==> src/rtl/csv_pkg.sv <==
// Shared constants and types for the CSV byte-stream parser.
package csv_pkg;

  localparam logic [7:0] CH_0     = 8'h30;
  localparam logic [7:0] CH_9     = 8'h39;
  localparam logic [7:0] CH_COMMA = 8'h2C;
  localparam logic [7:0] CH_LF    = 8'h0A;
  localparam logic [7:0] CH_CR    = 8'h0D;
  localparam logic [7:0] CH_SP    = 8'h20;

  // Per-field status reported alongside each parsed value.
  typedef struct packed {
    logic eol;
    logic empty;
    logic ovf;
    logic bad;
  } csv_flags_t;

  // IDLE: no field open; ACCUM: at least one non-delimiter byte seen.
  typedef enum logic {
    ST_IDLE  = 1'b0,
    ST_ACCUM = 1'b1
  } csv_state_e;

endpackage

==> src/rtl/csv_stream_parser_dec_accum_step.sv <==
// One decimal accumulation step: next = acc*10 + digit, with overflow detect.
module dec_accum_step #(
  parameter int unsigned DATA_W = 64
) (
  input  logic [DATA_W-1:0] acc_i,
  input  logic [3:0]        digit_i,
  output logic [DATA_W-1:0] next_acc_o,
  output logic              carry_o
);

  logic [DATA_W+3:0] wide;

  // acc*10 as (acc<<3)+(acc<<1); four guard bits hold the worst case 10*2^W-1.
  always_comb begin
    wide       = ({4'b0000, acc_i} << 3) + ({4'b0000, acc_i} << 1)
               + {{DATA_W{1'b0}}, digit_i};
    next_acc_o = wide[DATA_W-1:0];
    carry_o    = |wide[DATA_W+3:DATA_W];
  end

endmodule

==> src/rtl/csv_stream_parser.sv <==
// Streaming CSV parser: ASCII bytes in, one unsigned decimal field out per
// comma / newline / in_last terminator, with index and status flags.
module csv_stream_parser
  import csv_pkg::*;
#(
  parameter int unsigned DATA_W = 64,
  parameter int unsigned IDX_W  = 8
) (
  input  logic              clk,
  input  logic              rst_n,
  input  logic              in_valid,
  output logic              in_ready,
  input  logic [7:0]        in_data,
  input  logic              in_last,
  output logic              out_valid,
  input  logic              out_ready,
  output logic [DATA_W-1:0] out_value,
  output logic [IDX_W-1:0]  out_idx,
  output logic              out_eol,
  output logic              out_empty,
  output logic              out_ovf,
  output logic              out_bad
);

  localparam logic [IDX_W-1:0] IDX_MAX = '1;

  csv_state_e        state_q, state_d;
  logic [DATA_W-1:0] acc_q, acc_d;
  logic              ovf_q, ovf_d;
  logic              bad_q, bad_d;
  logic              nonempty_q, nonempty_d;
  logic [IDX_W-1:0]  idx_q, idx_d;
  logic              out_valid_q, out_valid_d;
  logic [DATA_W-1:0] out_value_q, out_value_d;
  logic [IDX_W-1:0]  out_idx_q, out_idx_d;
  csv_flags_t        out_flags_q, out_flags_d;

  logic              accept;
  logic              is_digit, is_ign, is_comma, is_lf, is_delim;
  logic              term, eol;
  logic [DATA_W-1:0] acc_base, step_acc;
  logic              step_carry;
  logic [DATA_W-1:0] f_acc;
  logic              f_ovf, f_bad, f_ne;

  assign in_ready = !out_valid_q || out_ready;
  assign accept   = in_valid && in_ready;

  // Byte classification.
  always_comb begin
    is_digit = (in_data >= CH_0) && (in_data <= CH_9);
    is_ign   = (in_data == CH_SP) || (in_data == CH_CR);
    is_comma = (in_data == CH_COMMA);
    is_lf    = (in_data == CH_LF);
    is_delim = is_comma || is_lf;
  end

  // No field is open in IDLE, so the accumulator is known to be zero there.
  assign acc_base = (state_q == ST_IDLE) ? '0 : acc_q;

  // ASCII '0'..'9' are 0x30..0x39, so the low nibble is the digit value.
  dec_accum_step #(
    .DATA_W(DATA_W)
  ) u_step (
    .acc_i     (acc_base),
    .digit_i   (in_data[3:0]),
    .next_acc_o(step_acc),
    .carry_o   (step_carry)
  );

  // Field update, termination and output-register next state.
  always_comb begin
    state_d     = state_q;
    acc_d       = acc_q;
    ovf_d       = ovf_q;
    bad_d       = bad_q;
    nonempty_d  = nonempty_q;
    idx_d       = idx_q;
    out_valid_d = out_valid_q && !out_ready;
    out_value_d = out_value_q;
    out_idx_d   = out_idx_q;
    out_flags_d = out_flags_q;
    f_acc       = acc_base;
    f_ovf       = ovf_q;
    f_bad       = bad_q;
    f_ne        = nonempty_q;
    term        = 1'b0;
    eol         = 1'b0;

    if (accept) begin
      // The byte is applied to the field first so in_last on a digit counts it.
      if (is_digit) begin
        f_ne = 1'b1;
        if (!bad_q) begin
          f_acc = step_acc;
          f_ovf = ovf_q | step_carry;
        end
      end else if (!is_delim && !is_ign) begin
        f_bad = 1'b1;
      end

      term = is_delim || in_last;
      eol  = is_lf || in_last;

      if (term) begin
        out_valid_d       = 1'b1;
        out_value_d       = f_acc;
        out_idx_d         = idx_q;
        out_flags_d.eol   = eol;
        out_flags_d.empty = !f_ne;
        out_flags_d.ovf   = f_ovf;
        out_flags_d.bad   = f_bad;
        acc_d             = '0;
        ovf_d             = 1'b0;
        bad_d             = 1'b0;
        nonempty_d        = 1'b0;
        if (eol) begin
          idx_d = '0;
        end else if (idx_q != IDX_MAX) begin
          idx_d = idx_q + 1'b1;
        end
        state_d = ST_IDLE;
      end else begin
        acc_d      = f_acc;
        ovf_d      = f_ovf;
        bad_d      = f_bad;
        nonempty_d = f_ne;
        state_d    = ST_ACCUM;
      end
    end
  end

  // State, field accumulator and output registers.
  always_ff @(posedge clk or negedge rst_n) begin
    if (!rst_n) begin
      state_q     <= ST_IDLE;
      acc_q       <= '0;
      ovf_q       <= 1'b0;
      bad_q       <= 1'b0;
      nonempty_q  <= 1'b0;
      idx_q       <= '0;
      out_valid_q <= 1'b0;
      out_value_q <= '0;
      out_idx_q   <= '0;
      out_flags_q <= '0;
    end else begin
      state_q     <= state_d;
      acc_q       <= acc_d;
      ovf_q       <= ovf_d;
      bad_q       <= bad_d;
      nonempty_q  <= nonempty_d;
      idx_q       <= idx_d;
      out_valid_q <= out_valid_d;
      out_value_q <= out_value_d;
      out_idx_q   <= out_idx_d;
      out_flags_q <= out_flags_d;
    end
  end

  assign out_valid = out_valid_q;
  assign out_value = out_value_q;
  assign out_idx   = out_idx_q;
  assign out_eol   = out_flags_q.eol;
  assign out_empty = out_flags_q.empty;
  assign out_ovf   = out_flags_q.ovf;
  assign out_bad   = out_flags_q.bad;

endmodule

==> config.mk <==
export PLATFORM = sky130hd
export DESIGN_NAME = csv_stream_parser
export DESIGN_NICKNAME = d
export VERILOG_FILES = /design/src/rtl/csv_pkg.sv /design/src/rtl/csv_stream_parser_dec_accum_step.sv /design/src/rtl/csv_stream_parser.sv
export SDC_FILE = /design/constraint.sdc
export NUM_CORES = 1
export LEC_CHECK = 0
export CAP_MARGIN = 20
export CORE_ASPECT_RATIO = 0.5
export CORE_MARGIN = 5
export CORE_UTILIZATION = 45
export DETAILED_ROUTE_END_ITERATION = 6
export GPL_ROUTABILITY_DRIVEN = 0
export PLACE_DENSITY_LB_ADDON = 0.12
export SYNTH_ARGS = -nofsm -noshare
export SYNTH_HDL_FRONTEND = slang
export SYNTH_SLANG_ARGS = --single-unit
==> constraint.sdc <==
create_clock -name clk -period 9.2 [get_ports clk]
set_input_delay 0.92 -clock clk [delete_from_list [all_inputs] [get_ports clk]]
set_output_delay 0.92 -clock clk [all_outputs]
set_load 0.02 [all_outputs]
Word level (Yosys, flattened, before mapping)
Index checks and enable logic that the tools add are counted.
{ "totals": {"reg_bits": 153, "in_bits": 13, "output_inout_bits": 78, "elab_cells": 60} }
{ "op_classes": {"add_sub_neg": 3, "order_cmp": 2, "n_eq_ne": 5, "n_mux": 18, "bitwise": 1, "reduce_logical": 18} }
{ "ops": {"columns": ["op", "n"], "rows": [
  ["$mux 64", 4],
  ["$add 67x65->68", 1],
  ["$add 68x4->68", 1],
  ["$eq 8x4->1 const B", 2],
  ["$eq 8x6->1 const B", 2],
  ["$mux 8", 2],
  ["$mux 1", 12],
  ["$add 8x1->8 const B", 1],
  ["$ge 8x6->1 const B", 1],
  ["$le 8x6->1 const B", 1],
  ["$ne 8x8->1 const B", 1],
  ["$logic_not 1->1", 5],
  ["$logic_or 1x1->1", 5],
  ["$logic_and 1x1->1", 4],
  ["$reduce_or 4->1", 1],
  ["$reduce_and 3->1", 1],
  ["$reduce_and 2->1", 1],
  ["$reduce_bool 2->1", 1],
  ["$or 1x1->1", 1]
]} }

Depth between registers and ports, before layout
{ "logic_depth": {"word_depth": 8, "ltp_mapped": 16, "mapped_depth_nobuf": 14} }

Cells and area by module
A second synthesis with hierarchy kept.
{ "unflattened": {"cells_unflattened": 1260, "area_unflattened_um2": 11571.1} }
{ "by_module_without_submodules": {"columns": ["module", "instances", "cells_per_inst", "area_per_inst_um2", "seq_area_each_um2"], "rows": [
  ["csv_stream_parser", 1, 624, 6931.6, 3828.7],
  ["dec_accum_step", 1, 636, 4639.4, 0.0]
]} }

Worst setup path after synthesis
Ideal clock, no wire load.
{ "synth_timing": {"path_kind": "input-to-reg", "start": "input in_data[3]", "end": "register out_value_q[42], in the netlist out_value[42]", "setup_time_ns": 0.125, "arrival_time_ns": 3.757, "t_required_ns": 9.075, "path_slack_ns": 5.318, "cell_stages": 13, "n_path_buf": 0, "path_cell_list": "inv_1 > fa_1 > inv_1 > fa_1 > a21o_1 > nand3_2 > a2111oi_2 > or2_4 > o211ai_4 > a211oi_2 > or3_1 > a32o_1 > mux2_4"} }
{ "synth_between": {"elab_chain_cells": 4, "word_cells_on_any_way": 11, "cone_classes": "add/sub: 1; order compare: 2; eq/ne: 2; mux: 2; reduce/logical: 4"} }
{ "synth_lines": {"columns": ["element", "line_no", "source"], "rows": [
  ["from (decl)", "csv_stream_parser.sv:13", "input logic [7:0] in_data,"],
  ["parallel branches: the longest is 4 deep, another holds $add 68x4->68", null, null],
  ["to (signal assigned)", "csv_stream_parser.sv:154", "out_value_q <= out_value_d;"],
  ["to (decl)", "csv_stream_parser.sv:34", "logic [DATA_W-1:0] out_value_q, out_value_d;"]
]} }
Parallel ways; which one is timed is not known.
A chain may end at the register's enable or synchronous reset.

Final worst setup path
{ "layout_timing": {"start": "register state_q", "end": "register out_flags_q (netlist bit out_ovf)"} }
{ "layout_between": {"elab_chain_cells": 7} }
{ "layout_lines": {"columns": ["element", "line_no", "source"], "rows": [
  ["from (decl)", "csv_stream_parser.sv:27", "csv_state_e state_q, state_d;"],
  ["from (signal assigned)", "csv_stream_parser.sv:147", "state_q <= state_d;"],
  ["$mux 64", "csv_stream_parser.sv:59", "assign acc_base = (state_q == ST_IDLE) ? '0 : acc_q;"],
  ["$add 67x65->68", "csv_stream_parser_dec_accum_step.sv:15", "wide = ({4'b0000, acc_i} << 3) + ({4'b0000, acc_i} << 1)"],
  ["$add 68x4->68", "csv_stream_parser_dec_accum_step.sv:16", "+ {{DATA_W{1'b0}}, digit_i};"],
  ["$reduce_or 4->1", "csv_stream_parser_dec_accum_step.sv:18", "carry_o = |wide[DATA_W+3:DATA_W];"],
  ["$or 1x1->1", "csv_stream_parser.sv:96", "f_ovf = ovf_q | step_carry;"],
  ["$mux 1", "csv_stream_parser.sv:94", "if (!bad_q) begin"],
  ["$mux 1", "csv_stream_parser.sv:92", "if (is_digit) begin"],
  ["to (signal assigned)", "csv_stream_parser.sv:156", "out_flags_q <= out_flags_d;"],
  ["to (decl)", "csv_stream_parser.sv:36", "csv_flags_t out_flags_q, out_flags_d;"]
]} }
Every way passes these cells.

==> reports/qor.yml <==
run_status:
  outcome: "complete, no violations"
placement:
  dp_hpwl_mm: 23.8
  dp.cells: 1803
  portBuffers: 90
  placed_area_mm2: 0.0130
cts:
  cts_made_buffers: 17
  cts_tree: "built"
  cts_root_buffer: "clkbuf_16"
  hold_buffers: 0
  path_clk_slew_ns: 0.07
  clock_sinks: 153
  cts_max_path_buffers: 2
  clkLatencyLatePin_ns: 0.46
  post_cts_resized: 0
  htreeDepth: 4
  postCtsSetupRepairBufs: 0
final_layout:
  area_delta_synth_final_pct: 14.3
  finalNetCount: 1614
  fin_cells: 1836
  fin_area_mm2: 0.0136
  diodes: 0
  drive_gt1_frac: 0.0532
  fillers: 2479
floorplanning:
  coreArea_mm2: 0.0262
  start_util: 0.454
  die_height_um: 125
  dieArea_mm2: 0.0300
  top_level_ports: 91
  die_w_um: 240
  num_rows: 42
routing:
  viasPerCell: 5.81
  drcViolationCount: 0
  ant_nets: 0
  totalWireLength_mm: 32.9
  drt_first_pass_iters: 5
  drt_iter0_drc: 811
  routedWlPerCell_um: 17.9
  vias: 10665
timing:
  post-route-period-util: 0.483
  worst_pin_slew_ns: 0.933
  clock_skew_ns: 0.00911
  finalMaxSlewViolations: 0
  rsz0062_at_grt: "false"
  period_needed_ns: 4.45
  fin_tns_setup_ns: 0
  finalHoldViolCount: 0
  setup_viol: 0
  max_freq_mhz: 225
  relSlewSlack: 0.378
yosys:
  synth_ff_type: "dfrtp_1"
  yosysTopAreaCellShare: 0.322
  yosysSeqAreaShare: 0.322
  yosysUniqueCellTypes: 81
  synth_seq_cells: 153
  yosysWarnings: 0
  async_flop_share: 1.00
  yosysMostFrequentCell: "nand2_1"
  synth_fp_nets: 1576
  ys_top_cells_by_area: "dfrtp_1 (32%), ha_1 (13%), nand2_1 (6.4%)"
  synth_top_cell_by_area: "dfrtp_1"
  synth_area_mm2: 0.0119
  synth-edff-count: 0
  yosys-top-cells-count: "nand2_1 (202), dfrtp_1 (153), o21ai_0 (147), ha_1 (128), a21oi_1 (122)"
  postSynthAreaPerCell_um2: 8.30
  synth_cells: 1433
grt:
  grt_first_pass_wirelength_mm: 54.6
  grt_use_total: 0.221
  antenna_found_initial: 0
  grt_overflow: 0
  grt_max_degree: 90
  first_global_vias: 10521
power_and_ir_drop:
  vdd_drop_max_mv: 0.127
  p_leak_nw: 6.54
  p_per_area_mw_per_mm2: 115
critical_path:
  crit_path_start_kind: "flip-flop"
  cp.required_ns: 9.53
  arrival_ns: 4.78
  cp-end-kind: "flip-flop"
  worstSetupPathType: "flip-flop to flip-flop"
  crit_fanout: 66
flow_run:
  drv_cap: 0
hold_path:
  hp-class: "flip-flop to flip-flop"
## area by class of cell
| cell class | instances | area (um^2) | share of cell area |
|---|---|---|---|
| Clock buffer | 17 | 425 | 0.0313 |
| Multi-Input combinational cell | 1169 | 7650 | 0.562 |
| Tap cell | 352 | 440 | 0.0324 |
| Inverter | 29 | 109 | 0.00800 |
| Clock inverter | 15 | 140 | 0.0103 |
| Sequential cell | 153 | 3830 | 0.281 |
| Timing Repair Buffer | 101 | 1010 | 0.0741 |
## report_power, final
part / internal (mW) / switching, mW
combinational: 0.0541 / 0.111
clock: 0.377 / 0.322
sequential: 0.692 / 0.0126
total: 1.12 / 0.446
## metrics by stage
step / setup WS [ns] / hold WS, ns / utilization / total power, mW
floorplan: 5.32 / 0.441 / - / 0.798
global placement: 4.40 / 0.455 / 0.496 / 0.879
detailed placement: 4.37 / 0.462 / 0.497 / 0.885
CTS: 4.80 / 0.478 / 0.518 / 1.59
global route: 4.44 / 0.494 / 0.519 / 1.63
finish: 4.75 / 0.473 / 0.519 / 1.57
## critical path, stage by stage (launching register included)
cell and delay, ns:
dfrtp_1 0.32, buf_4 0.50, nand2_1 0.26, fa_1 0.55, inv_1 0.07, ha_1 0.30
a211oi_1 0.28, o21ai_1 0.19, o211ai_1 0.29, o22ai_1 0.20, nor4b_2 0.46, o21ai_1 0.28
mux2i_1 0.20, a211oi_1 0.27, a21oi_1 0.11
## metal layers
metal,wire (um),up-vias,GRT usage
li1,-,5226,-
met1,16300,5152,0.317
met2,14600,257,0.351
met3,1520,30,0.0403
met4,435,0,0.0470
met5,0,-,0
## placed cells by master, fill, tap and decap left out, types with 9 or more instances in the layout
master and instances:
buf_4 9, o21ai_0 147, nand4_1 23, a31oi_1 14, xor2_1 28, mux2i_1 20, nand2_1 201, xnor2_1 25
o21a_1 11, a22o_1 14, a21oi_1 122, clkdlybuf4s50_1 89, dfrtp_1 153, a21o_1 37, nor2_1 96, and2_1 71
and3_1 26, or3_1 13, nand3_1 29, clkbuf_16 17, o21ai_1 12, nor3_1 20, inv_1 29, ha_1 128
## final timing paths
kind                            from             to  slack [ns]  cells past startpoint
max reg2reg                  state_q        out_ovf        4.75                     14
min in group asynchronous      rst_n  out_value[20]        0.51                      1
max in group asynchronous      rst_n       idx_q[3]        7.25                      2
max                          state_q        out_ovf        4.75                     14
min reg2reg                acc_q[26]      acc_q[26]        0.47                      2
min                        acc_q[26]      acc_q[26]        0.47                      2
## cells by family after synthesis
group                      synth area share
AOI/OAI and AO/OA                     0.234
xor gates and xnor gates             0.0390
adders and majority gates             0.138
buffers and inverters                0.0365
DFF                                   0.322
muxes                                0.0181
and+or+nand+nor                       0.212
## registers in the layout, summed over array words and instances, names as in the netlist
name,count
acc_q,64
out_value,64
idx_q,8
out_idx,8
bad_q,1
nonempty_q,1
out_bad,1
out_empty,1
out_eol,1
out_ovf,1
out_valid,1
ovf_q,1
state_q,1
Power figures use the tool's default switching activity.
==> patch: new RTL, same flow settings <==
`DATA_W` is set to 64 in 2 places; all go to 72.
--- a/src/rtl/csv_stream_parser_dec_accum_step.sv
+++ b/src/rtl/csv_stream_parser_dec_accum_step.sv
@@ -1,6 +1,6 @@
 // One decimal accumulation step: next = acc*10 + digit, with overflow detect.
 module dec_accum_step #(
-  parameter int unsigned DATA_W = 64
+  parameter int unsigned DATA_W = 72
 ) (
   input  logic [DATA_W-1:0] acc_i,
   input  logic [3:0]        digit_i,
--- a/src/rtl/csv_stream_parser.sv
+++ b/src/rtl/csv_stream_parser.sv
@@ -3,7 +3,7 @@
 module csv_stream_parser
   import csv_pkg::*;
 #(
-  parameter int unsigned DATA_W = 64,
+  parameter int unsigned DATA_W = 72,
   parameter int unsigned IDX_W  = 8
 ) (
   input  logic              clk,
Ports: changed (resized out_value); port bits go from 91 to 99. The function was not compared with the original's and may differ.
==> patch against the unedited design <==
  * The run now ends with design-rule violations left
  * Total power grew 11%
  * Cell area increased by 7.7%
  * Synthesized area rose by 8.0%
  * Worst setup slack worse by 0.62 ns
  * Synthesized cell count up 8.5%
  * Routed wire length up 12%
  * Clock power grew 7.6%
  * Sequential cell count rose by 16
  * Largest power group unchanged
==> patch: results (changes against the unedited design) <==
----------------------------------------------------
[Synth]
  Mapped Cells ... 1555 (+8.5%)
  Top cells by instance count after synthesis ... sky130_fd_sc_hd__nand2_1, sky130_fd_sc_hd__dfrtp_1, sky130_fd_sc_hd__o21ai_0, sky130_fd_sc_hd__a21oi_1, sky130_fd_sc_hd__ha_1
  Number of distinct standard cells referenced by the synthesized netlist ... 73 (-9.9%)
  Number of nets produced by synthesis ... 1714 (+8.8%)

[Place]
  Pre-CTS setup slack ... 3.81 ns (-0.563 ns)
  Detailed placer's ending HPWL ... 27.1 mm (+14%)
  Number of port buffers ... 98 (+8.9%)
  Post-Place Cell Area ... 14100 um2 (+7.9%)

[Setup path]
  Register-to-register path setup slack ... 4.13 ns (-0.62 ns)
  Max FO, Critical Path ... 47 (-29%)
  CP arrival ... 5.39 ns (+0.61 ns)

[Global routing]
  GRT Util Overall ... 0.228 (+0.00683)
  Largest net degree at the start of global routing ... 96 (+6.7%)
  Vias in the first global route ... 11.3k (+7.6%)
  First-pass GRT wire length ... 59.8 mm (+9.7%)

[Cells and area]
  Proportion of layout cells with a drive suffix above 1 ... 0.0448 (-0.00840)
  Nets ... 1754 (+8.7%)

[Drt]
  Via total after detailed routing ... 11.6k (+8.7%)
  Routed length on met1 ... 18.0 mm (+10%)
  Remaining routing DRC violations ... 1 (+1)
  Number of optimization iterations in the first detailed-route pass ... 7 (+2)
  Routed met2 length ... 16.4 mm (+12%)

[Status]
  Violations in the final reports ... design-rule violations
  Result of the run ... finished, violations left

[Timing]
  Clk_skew ... 0.0146 ns (+0.00554 ns)

[Power]
  Power density normalized to cell area ... 119 nW/um2 (+3.5%)
  Worst vdd ir ... 0.140 mV (+10%)
  Clock share of power ... 0.430 (-0.016)
  Sequential Power Share ... 0.453 (+0.004)

[Hold path]
  Type of the tightest min-delay check ... input port to asynchronous set/reset pin

----------------------------------------------------
## patch: changes by cell type after synthesis, moves of 8 or more
cell,delta
sky130_fd_sc_hd__a22o_1,+8
sky130_fd_sc_hd__o21bai_1,+13
sky130_fd_sc_hd__a21o_1,-22
sky130_fd_sc_hd__nand3_1,-8
sky130_fd_sc_hd__nand2_1,+27
sky130_fd_sc_hd__dfrtp_1,+16
sky130_fd_sc_hd__ha_1,+16
sky130_fd_sc_hd__nor2_1,+28
sky130_fd_sc_hd__nand4_1,+10
sky130_fd_sc_hd__xnor2_1,+12
sky130_fd_sc_hd__a21oi_1,+24
sky130_fd_sc_hd__and3_1,-18
## patch: logic make-up after synthesis
| kind of cell | share of synthesized area |
|---|---|
| AOI/OAI and AO/OA | 0.228 |
| adders and majority gates | 0.143 |
| muxes | 0.0110 |
| xor gates and xnor gates | 0.0491 |
| and+or+nand+nor | 0.204 |
| DFF | 0.329 |
| buffers and inverters | 0.0358 |
## patch: metal layers
metal / vias to the layer above / GRT usage
li1: 5621 / -
met1: 5595 / 0.318
met2: 329 / 0.368
met3: 43 / 0.0459
met4: 0 / 0.0551
met5: - / 0
## patch: area by class of cell
class                      count  area, um2
fill                        2681      13300
multi-input combinational   1269       8180
sequential                   169       4230
timing repair buffer         108       1060
tap                          382        478
clock buffer                  20        447
clock inverter                10        144
inverter                      30        113
## patch: worst max-delay path, stage by stage (launching register included)
cell and delay (ns):
sky130_fd_sc_hd__dfrtp_1 0.83, sky130_fd_sc_hd__buf_4 0.52, sky130_fd_sc_hd__and2_1 0.23, sky130_fd_sc_hd__ha_1 0.24, sky130_fd_sc_hd__ha_1 0.44, sky130_fd_sc_hd__a21oi_4 0.19, sky130_fd_sc_hd__a21oi_1 0.10, sky130_fd_sc_hd__a211oi_2 0.29
sky130_fd_sc_hd__o2111ai_1 0.22, sky130_fd_sc_hd__a211oi_2 0.56, sky130_fd_sc_hd__o211ai_2 0.20, sky130_fd_sc_hd__a2111oi_2 0.41, sky130_fd_sc_hd__o21ai_0 0.15, sky130_fd_sc_hd__a2111oi_2 0.43, sky130_fd_sc_hd__o21ai_1 0.12
## patch: how the worst min path moves through the flow
stage                                     start                      to  slack (ns)  cells after the start
final                                     rst_n  out_idx[6]$_DFFE_PN0P_        0.40                      1
after global routing                      rst_n  out_idx[6]$_DFFE_PN0P_        0.42                      1
after CTS                                 rst_n  out_idx[6]$_DFFE_PN0P_        0.40                      1
after detailed placement  acc_q[31]$_DFFE_PN0P_   acc_q[31]$_DFFE_PN0P_        0.46                      2
after global placement    acc_q[66]$_DFFE_PN0P_   acc_q[66]$_DFFE_PN0P_        0.46                      2
after floorplan           acc_q[31]$_DFFE_PN0P_   acc_q[31]$_DFFE_PN0P_        0.44                      2
